### config.mk
export PLATFORM = sky130hd
export DESIGN_NAME = traffic_phase_controller
export DESIGN_NICKNAME = d
export VERILOG_FILES = /design/src/rtl/traffic_phase_controller.sv
export SDC_FILE = /design/constraint.sdc
export NUM_CORES = 1
export LEC_CHECK = 0
export BUFFER_PORTS_ARGS = -buffer_cell sky130_fd_sc_hd__buf_4
export CORE_MARGIN = 1
export CORE_UTILIZATION = 50
export CTS_BUF_LIST = sky130_fd_sc_hd__clkbuf_2
export DETAILED_ROUTE_END_ITERATION = 10
export GPL_ROUTABILITY_DRIVEN = 0
export PLACE_DENSITY = 0.79
export SYNTH_ARGS = -nofsm -noshare
export SYNTH_HDL_FRONTEND = slang
export SYNTH_SLANG_ARGS = --single-unit
### constraint.sdc
create_clock -name clk -period 15.3 [get_ports clk]
set_clock_uncertainty 0.15 [all_clocks]
set_input_delay 2.295 -clock clk [delete_from_list [all_inputs] [get_ports clk]]
set_output_delay 2.295 -clock clk [all_outputs]
set_load 0.01 [all_outputs]
### src/rtl/traffic_phase_controller.sv
// Round-robin phase sequencer: GREEN (min/max) -> YELLOW -> ALLRED, idling all-red without demand.
// All outputs are registered one edge after the sensors are sampled; there is no backpressure, and sensors are level-sampled.
module traffic_phase_controller #(
    parameter int NLIGHT    = 5,
    parameter int NPHASE    = 5,
    parameter logic [NPHASE*NLIGHT-1:0] PHASE_MASK =
        {5'b01010, 5'b00101, 5'b00011, 5'b01100, 5'b10000},
    parameter int MIN_GREEN = 5,
    parameter int MAX_GREEN = 10,
    parameter int YELLOW    = 2,
    parameter int ALL_RED   = 1
) (
    input  logic                        clk,
    input  logic                        reset,
    input  logic [NLIGHT-1:0]           sensor,
    output logic [NLIGHT-1:0][1:0]      light,
    output logic [$clog2(NPHASE)-1:0]   active_phase,
    output logic                        phase_busy
);
    localparam int PW = $clog2(NPHASE);
    localparam int CW = $clog2(MAX_GREEN + 1);

    localparam logic [1:0] S_IDLE   = 2'd0;
    localparam logic [1:0] S_GREEN  = 2'd1;
    localparam logic [1:0] S_YELLOW = 2'd2;
    localparam logic [1:0] S_ALLRED = 2'd3;

    localparam logic [1:0] C_RED = 2'b00;
    localparam logic [1:0] C_YEL = 2'b01;
    localparam logic [1:0] C_GRN = 2'b10;

    // Phase 0 is the leftmost entry of the concatenated table.
    function automatic logic [NLIGHT-1:0] mask_of(input logic [PW-1:0] p);
        return PHASE_MASK[(NPHASE-1-int'(p))*NLIGHT +: NLIGHT];
    endfunction

    function automatic logic [PW-1:0] wrap(input int v);
        return PW'(v % NPHASE);
    endfunction

    logic [1:0]              state_q, state_d;
    logic [CW-1:0]           cnt_q, cnt_d, cnt_inc;
    logic [PW-1:0]           cur_q, cur_d, sel;
    logic [NLIGHT-1:0][1:0]  light_q, light_d;
    logic                    busy_q, busy_d;
    logic [NPHASE-1:0]       demand;
    logic [NLIGHT-1:0]       cur_mask_d;
    logic                    own, other, any_dem, found;

    always_comb begin
        demand = '0;
        for (int p = 0; p < NPHASE; p++) begin
            demand[p] = |(sensor & mask_of(PW'(p)));
        end
        own     = demand[cur_q];
        other   = |(demand & ~(NPHASE'(1) << cur_q));
        any_dem = |demand;
    end

    // Search starts after the current phase; the current phase itself is checked last.
    always_comb begin
        sel   = cur_q;
        found = 1'b0;
        for (int i = 1; i <= NPHASE; i++) begin
            if (!found && demand[wrap(int'(cur_q) + i)]) begin
                sel   = wrap(int'(cur_q) + i);
                found = 1'b1;
            end
        end
    end

    assign cnt_inc = (&cnt_q) ? cnt_q : cnt_q + 1'b1;

    always_comb begin
        state_d = state_q;
        cnt_d   = cnt_inc;
        cur_d   = cur_q;
        case (state_q)
            S_IDLE: begin
                if (any_dem) begin
                    state_d = S_GREEN;
                    cur_d   = sel;
                    cnt_d   = '0;
                end
            end
            S_GREEN: begin
                if (other && ((int'(cnt_q) >= MIN_GREEN-1 && !own) ||
                              int'(cnt_q) >= MAX_GREEN-1)) begin
                    state_d = S_YELLOW;
                    cnt_d   = '0;
                end
            end
            S_YELLOW: begin
                if (int'(cnt_q) >= YELLOW-1) begin
                    state_d = S_ALLRED;
                    cnt_d   = '0;
                end
            end
            default: begin
                if (int'(cnt_q) >= ALL_RED-1) begin
                    cnt_d = '0;
                    if (any_dem) begin
                        state_d = S_GREEN;
                        cur_d   = sel;
                    end else begin
                        state_d = S_IDLE;
                    end
                end
            end
        endcase
    end

    // Lights are computed from the next state so they switch on the same edge as the state.
    always_comb begin
        cur_mask_d = mask_of(cur_d);
        for (int l = 0; l < NLIGHT; l++) begin
            light_d[l] = C_RED;
            if (cur_mask_d[l]) begin
                if (state_d == S_GREEN) begin
                    light_d[l] = C_GRN;
                end else if (state_d == S_YELLOW) begin
                    light_d[l] = C_YEL;
                end
            end
        end
        busy_d = (state_d == S_GREEN) || (state_d == S_YELLOW);
    end

    always_ff @(posedge clk) begin
        if (reset) begin
            state_q <= S_ALLRED;
            cnt_q   <= '0;
            cur_q   <= PW'(NPHASE-1);
            light_q <= '0;
            busy_q  <= 1'b0;
        end else begin
            state_q <= state_d;
            cnt_q   <= cnt_d;
            cur_q   <= cur_d;
            light_q <= light_d;
            busy_q  <= busy_d;
        end
    end

    assign light        = light_q;
    assign active_phase = cur_q;
    assign phase_busy   = busy_q;

endmodule
Yosys cells after proc, flatten, opt, wreduce, memory -nomap -nowiden
Index checks and enable logic that the tools add are counted.
{ "op_classes": {"n_bitwise": 7, "shifts": 2, "n_addsub": 7, "eq_ne": 4, "muxes": 35, "div": 5, "magnitude_cmp": 9, "n_mul": 1, "n_reduce_logical": 27} }
{ "op_table": {"columns": ["cell", "n"], "rows": [
  ["$mod 32x4->32 const B", 5],
  ["$shiftx 25x8->5 const A", 1],
  ["$lt 3x4->1 const B", 6],
  ["$mux 3", 7],
  ["$reduce_or 2->1", 10],
  ["$bmux 1 s3", 6],
  ["$mux 4", 4],
  ["$mux 1", 12],
  ["$pmux 4 s3", 1],
  ["$reduce_or 5->1", 2],
  ["$add 3x2->4 const B", 2],
  ["$add 3x3->4 const B", 2],
  ["$mul 4x4->8 const B", 1],
  ["$mux 2", 4],
  ["$logic_and 1x1->1", 6],
  ["$pmux 2 s3", 1],
  ["$and 5x5->5", 1],
  ["$logic_not 1->1", 5],
  ["$not 1->1", 5],
  ["$not 5->5", 1],
  ["$shl 1x3->5 const A", 1],
  ["$add 3x1->4 const B", 1],
  ["$add 4x1->4 const B", 1],
  ["$eq 2x1->1 const B", 2],
  ["other kinds (8)", 10]
]} }
{ "totals": {"romBits": 0, "latch_bits": 0, "reg_bits": 20, "memories": 0, "output_inout_bits": 14, "ram_bits": 0} }

Longest topological paths before layout
{ "depth": {"depth_word": 24, "mapped_depth": 31, "depth_no_buf": 27} }

Worst setup path after synthesis
OpenSTA, ideal clock, no wires.
{ "synth_timing": {"kind": "register to register", "from": "register cur_q[2] (netlist: active_phase[2])", "to": "register light_q, in the netlist light[8]", "arrival_time_ns": 6.465, "stages_incl_launch_ff": 32, "setup_slack_ns": 8.593, "t_required_ns": 15.058, "synth_period_minus_slack_ns": 6.707, "setup_ns": 0.092, "path_cell_list": "dfxtp_1 -> buf_2 -> inv_1 -> ha_1 -> buf_2 -> inv_1 -> ha_1 -> nor3_1 -> o21ai_0 -> and2_1 -> ha_1 -> nor2b_1 -> a211oi_1 -> or3_1 -> buf_2 -> o311ai_4 -> a32oi_2 -> nor3_4 -> nand3_1 -> a211o_1 -> a31oi_2 -> inv_2 -> ha_1 -> xnor2_1 -> ha_1 -> clkbuf_1 -> nand2_1 -> nor2_1 -> o211ai_1 -> a311oi_1 -> a211oi_1 -> nor4_1"} }
{ "synth_between": {"elab_chain_len": 24, "elab_cells_between_ends": 60, "cone_classes": "add/sub (6); mul (1); div (5); eq/ne (2); shift (2); mux (27); bitwise (3); reduce/logical (14)"} }
{ "synth_lines": {"columns": ["element", "line", "rtl"], "rows": [
  ["start, declared", "43", "logic [PW-1:0] cur_q, cur_d, sel;"],
  ["start signal, assigned", "133", "cur_q <= PW'(NPHASE-1);"],
  ["start signal, assigned", "139", "cur_q <= cur_d;"],
  ["$add 3x1->4", "65, 66", null],
  ["$mod 32x4->32", "38", "return PW'(v % NPHASE);"],
  ["$bmux 1 s3", "65", "if (!found && demand[wrap(int'(cur_q) + i)]) begin"],
  ["$mux 1 (implied by the code)", "65", null],
  ["$mux 1", "65", null],
  ["$logic_not 1->1", "65", null],
  ["$logic_and 1x1->1", "65", null],
  ["$mux 1", "65", null],
  ["(+8 left out)", null, null],
  ["$mux 3", "65", null],
  ["$mux 3", "80, 102", null],
  ["$mux 3", null, null],
  ["$sub 3x3->4", "34", "return PHASE_MASK[(NPHASE-1-int'(p))*NLIGHT +: NLIGHT];"],
  ["$mul 4x4->8", "34", null],
  ["$shiftx 25x8->5", "34", null],
  ["$not 1->1 (no line)", null, null],
  ["$reduce_or 2->1 (no line)", null, null],
  ["end signal, assigned", "140", "light_q <= light_d;"],
  ["end, declared", "44", "logic [NLIGHT-1:0][1:0] light_q, light_d;"]
]} }
Parallel ways exist; a longest one is shown, timed or not. The select of a mux whose other input is x is not followed.
A chain may end at the register's enable or synchronous reset.

Worst setup path after layout
{ "layout_timing": {"from": "register cur_q[0] (netlist: active_phase[0])", "to": "register light_q, in the netlist light[9]"} }
The elaborated chain is that of the path after synthesis.

==> flow_summary.rst <==
.. list-table::
   :header-rows: 1

   * - Metric
     - Value
   * - Number of antenna violations at the first check in global routing
     - 0
   * - # rows
     - 30
   * - Number of enable-type register cells in the synthesized netlist
     - 0
   * - Post-Synthesis Net Count
     - 511
   * - Hold-fix buffers at CTS
     - 0
   * - Slew at the pin with the worst max-slew slack
     - 0.7861 ns
   * - Final Hold Fails
     - 0
   * - Area share of the largest cell type after synthesis
     - 0.1372
   * - Wire length after detailed routing
     - 8795 um
   * - Critical register-to-register path startpoint
     - active_phase[0]$_SDFF_PP0_
   * - Count of warnings emitted by yosys
     - 0
   * - First-iteration detailed-routing DRC count
     - 310
   * - Net count, final
     - 511
   * - Most frequent cell after synthesis
     - sky130_fd_sc_hd__ha_1
   * - Share of the yosys chip area belonging to registers
     - 0.1126
   * - Clock insertion delay at the later pin of the skew report
     - 0.32 ns
   * - Highest net fanout along the worst path
     - 42
   * - Synthesized area divided by synthesized cell count
     - 7.664 sq um
   * - Die height
     - 86.33 um
   * - #FFs+latches synth
     - 20
   * - Initial Util
     - 0.5205
   * - Signal arrival time at the worst endpoint
     - 8.06 ns
   * - Clock transition at the register clock pins on the worst setup and hold paths after CTS
     - 0.21 ns
   * - Period minus WS final
     - 7.978 ns
   * - Critical Path Start
     - active_phase[0]$_SDFF_PP0_
   * - Final-report max-slew violation count
     - 0
   * - Sum of net half-perimeters after detailed placement
     - 6634 um
   * - Sum of buffers and inverters on the critical path
     - 3
   * - Top cell family by delay on the critical path
     - adder cells
   * - Count of boundary I/O pins
     - 21
   * - Endpoint kind of the worst setup timing path
     - register
   * - Status
     - finished, final reports clean
   * - Relative slew slack
     - 0.4760
   * - Count of clock tree sinks
     - 20
   * - Largest net degree at the start of global routing
     - 43
   * - CP startpoint kind
     - register
   * - Cell types with the largest area share after synthesis
     - sky130_fd_sc_hd__ha_1 14%, sky130_fd_sc_hd__dfxtp_1 11%, sky130_fd_sc_hd__a21oi_1 4.1%, sky130_fd_sc_hd__nor2_1 3.8%, sky130_fd_sc_hd__mux2i_1 3.1%
   * - Worst min-delay path startpoint
     - cnt_q[1]$_SDFF_PP0_
   * - Crit Path Category
     - register to register
   * - Total of buffers placed on input and output ports
     - 20
   * - Worst hold path type
     - register to register
   * - Area grow syn2layout
     - 5.278%
   * - Most common flop cell mapped by yosys
     - sky130_fd_sc_hd__dfxtp_1
   * - GR Overflow Total
     - 0
   * - Clk buf depth
     - 2
   * - Routed wirelength normalized by instance count
     - 15.73 um
   * - DRT antenna net count
     - 0
   * - Share of cells above drive strength 1
     - 0.1512
   * - Crit-path most repeated cell
     - sky130_fd_sc_hd__ha_1
   * - Delay contributed by the slowest stage of the critical path
     - 0.92 ns
   * - Portion of the clock cycle consumed by the worst path in the final layout
     - 0.5214
   * - Share of synthesized flip-flops with an asynchronous set or reset
     - 0
   * - Setup repair after global routing missed its margin
     - no
   * - Count of max-cap constraint violations
     - 0
   * - Gate Count Post-Synth
     - 464
   * - Cell type contributing the most total cell area after synthesis
     - sky130_fd_sc_hd__ha_1
   * - Core Area
     - 6832 sq um
   * - CTS buffer count
     - 3
   * - CTS tree
     - yes
   * - Wire length of the first global-routing pass
     - 14640 um
   * - Avg Vias per Cell
     - 6.433
   * - Slowest cell on the critical path
     - sky130_fd_sc_hd__ha_1
   * - Remaining design rule violation count
     - 0
   * - CTS H-Tree Depth
     - 1
   * - CTS Root Buffer Type
     - sky130_fd_sc_hd__clkbuf_2
   * - Summed negative setup slack over all endpoints
     - 0 ns
   * - Library cells used by synthesis
     - 88
   * - Die area
     - 7453 sq um
   * - Via count of the first global-routing pass
     - 3195
   * - Via total after detailed routing
     - 3596
   * - Die W
     - 86.33 um
   * - First-pass iteration count of the detailed router
     - 5
   * - Final setup violation count
     - 0
   * - Count of instances resized after the clock tree is built
     - 0
   * - Most frequent cells after synthesis
     - 39 x sky130_fd_sc_hd__ha_1, 36 x sky130_fd_sc_hd__nor2_1, 29 x sky130_fd_sc_hd__a21oi_1
   * - Required arrival time at the worst endpoint
     - 15.38 ns
   * - Overall global routing resource usage
     - 0.2352
   * - Number of inserted diodes
     - 0
   * - Synth Cell Area
     - 3556 sq um
   * - Achievable clock frequency
     - 0.1253 GHz
   * - Setup Fix Bufs, Post-CTS
     - 0
## through the flow
stage / cells / instance area [sq um] / util / setup slack [ns] / hold WS, ns
floorplan: 464 / 3556 / - / 8.593 / 0.3861
global placement: 555 / 3699 / 0.5414 / 7.812 / 0.4095
detailed placement: 555 / 3699 / 0.5414 / 7.403 / 0.4221
CTS: 559 / 3744 / 0.5480 / 7.357 / 0.4470
global route: 559 / 3744 / 0.5480 / 6.719 / 0.4644
finish: 559 / 3744 / 0.5480 / 7.322 / 0.4494
## cell usage in the layout (no fill, tap or decap), types with 8 or more instances in the layout
cell type | Yosys | final
sky130_fd_sc_hd__buf_4 | 1 | 22
sky130_fd_sc_hd__ha_1 | 39 | 39
sky130_fd_sc_hd__a21oi_1 | 29 | 29
sky130_fd_sc_hd__or2_2 | 9 | 9
sky130_fd_sc_hd__inv_1 | 25 | 25
sky130_fd_sc_hd__nand2b_1 | 11 | 11
sky130_fd_sc_hd__o211ai_1 | 8 | 8
sky130_fd_sc_hd__nand3_1 | 10 | 10
sky130_fd_sc_hd__nor2_1 | 36 | 36
sky130_fd_sc_hd__nor3_1 | 17 | 17
sky130_fd_sc_hd__o21ai_0 | 18 | 18
sky130_fd_sc_hd__a211oi_1 | 8 | 8
sky130_fd_sc_hd__nand2_1 | 27 | 27
sky130_fd_sc_hd__dfxtp_1 | 20 | 20
sky130_fd_sc_hd__nor2b_1 | 12 | 12
sky130_fd_sc_hd__mux2i_1 | 11 | 11
## layer usage
| metal | vias up | track usage | part of all wire |
|---|---|---|---|
| li1 | 1753 | - | - |
| met1 | 1684 | 0.3198 | 0.45 |
| met2 | 143 | 0.3968 | 0.48 |
| met3 | 16 | 0.02190 | 0.058 |
| met4 | 0 | 0.06515 | 0.016 |
| met5 | - | 0 | 0 |
## state kept, by name (all words and copies together), names as in the netlist
signal / flops
cnt_q: 4
light: 10
active_phase: 3
state_q: 2
phase_busy: 1
## cell families (layout without fill, tap and decap cells)
| logic type | after synthesis | after routing | share of synthesized area |
|---|---|---|---|
| and+or+nand+nor | 171 | 171 | 0.2657 |
| AOI/OAI and AO/OA | 157 | 157 | 0.3564 |
| buffers and inverters | 58 | 57 | 0.07284 |
| adders and majority gates | 40 | 40 | 0.1429 |
| DFF | 20 | 20 | 0.1126 |
| muxes | 13 | 13 | 0.03730 |
| xor gates and xnor gates | 5 | 5 | 0.01231 |
## area by class of cell
type | count | area, sq um
Clock buffer | 3 | 15.01
Timing Repair Buffer | 22 | 165.2
Multi-Input combinational cell | 386 | 2897
Sequential cell | 20 | 400.4
Inverter | 31 | 116.4
Clock inverter | 1 | 30.03
Fill cell | 650 | 3088
Tap cell | 96 | 120.1
## worst reg2reg max path, cell delays in order (launching register included)
cell                       delay [ns]
sky130_fd_sc_hd__dfxtp_1         0.35
sky130_fd_sc_hd__buf_4           0.39
sky130_fd_sc_hd__inv_1           0.39
sky130_fd_sc_hd__ha_1            0.92
sky130_fd_sc_hd__ha_1            0.33
sky130_fd_sc_hd__nor3_1          0.08
sky130_fd_sc_hd__o21ai_0         0.47
sky130_fd_sc_hd__and2_1          0.28
sky130_fd_sc_hd__ha_1            0.20
sky130_fd_sc_hd__nor2b_1         0.17
sky130_fd_sc_hd__a211oi_1        0.09
sky130_fd_sc_hd__or3_1           0.49
sky130_fd_sc_hd__o311ai_4        0.32
sky130_fd_sc_hd__a32oi_2         0.17
sky130_fd_sc_hd__nor3_4          0.20
sky130_fd_sc_hd__mux2i_1         0.12
sky130_fd_sc_hd__a41oi_2         0.25
sky130_fd_sc_hd__o21a_1          0.36
sky130_fd_sc_hd__inv_2           0.17
sky130_fd_sc_hd__ha_1            0.37
sky130_fd_sc_hd__xnor2_1         0.16
sky130_fd_sc_hd__ha_1            0.50
sky130_fd_sc_hd__nand2_1         0.13
sky130_fd_sc_hd__nor2_1          0.13
sky130_fd_sc_hd__o211ai_1        0.10
sky130_fd_sc_hd__a311oi_1        0.28
sky130_fd_sc_hd__a211oi_1        0.10
sky130_fd_sc_hd__nor4_1          0.23
## worst paths after layout
kind                    endpoint  slack, ns  cells after the start
min reg2reg  cnt_q[1]$_SDFF_PP0_       0.45                      2
min          cnt_q[1]$_SDFF_PP0_       0.45                      2
max reg2reg  light[9]$_SDFF_PP0_       7.32                     27
max          light[9]$_SDFF_PP0_       7.32                     27
Power is left out: the tool's default activity adds up to more than one toggle a clock period on the data nets, which glitch-free logic cannot reach.
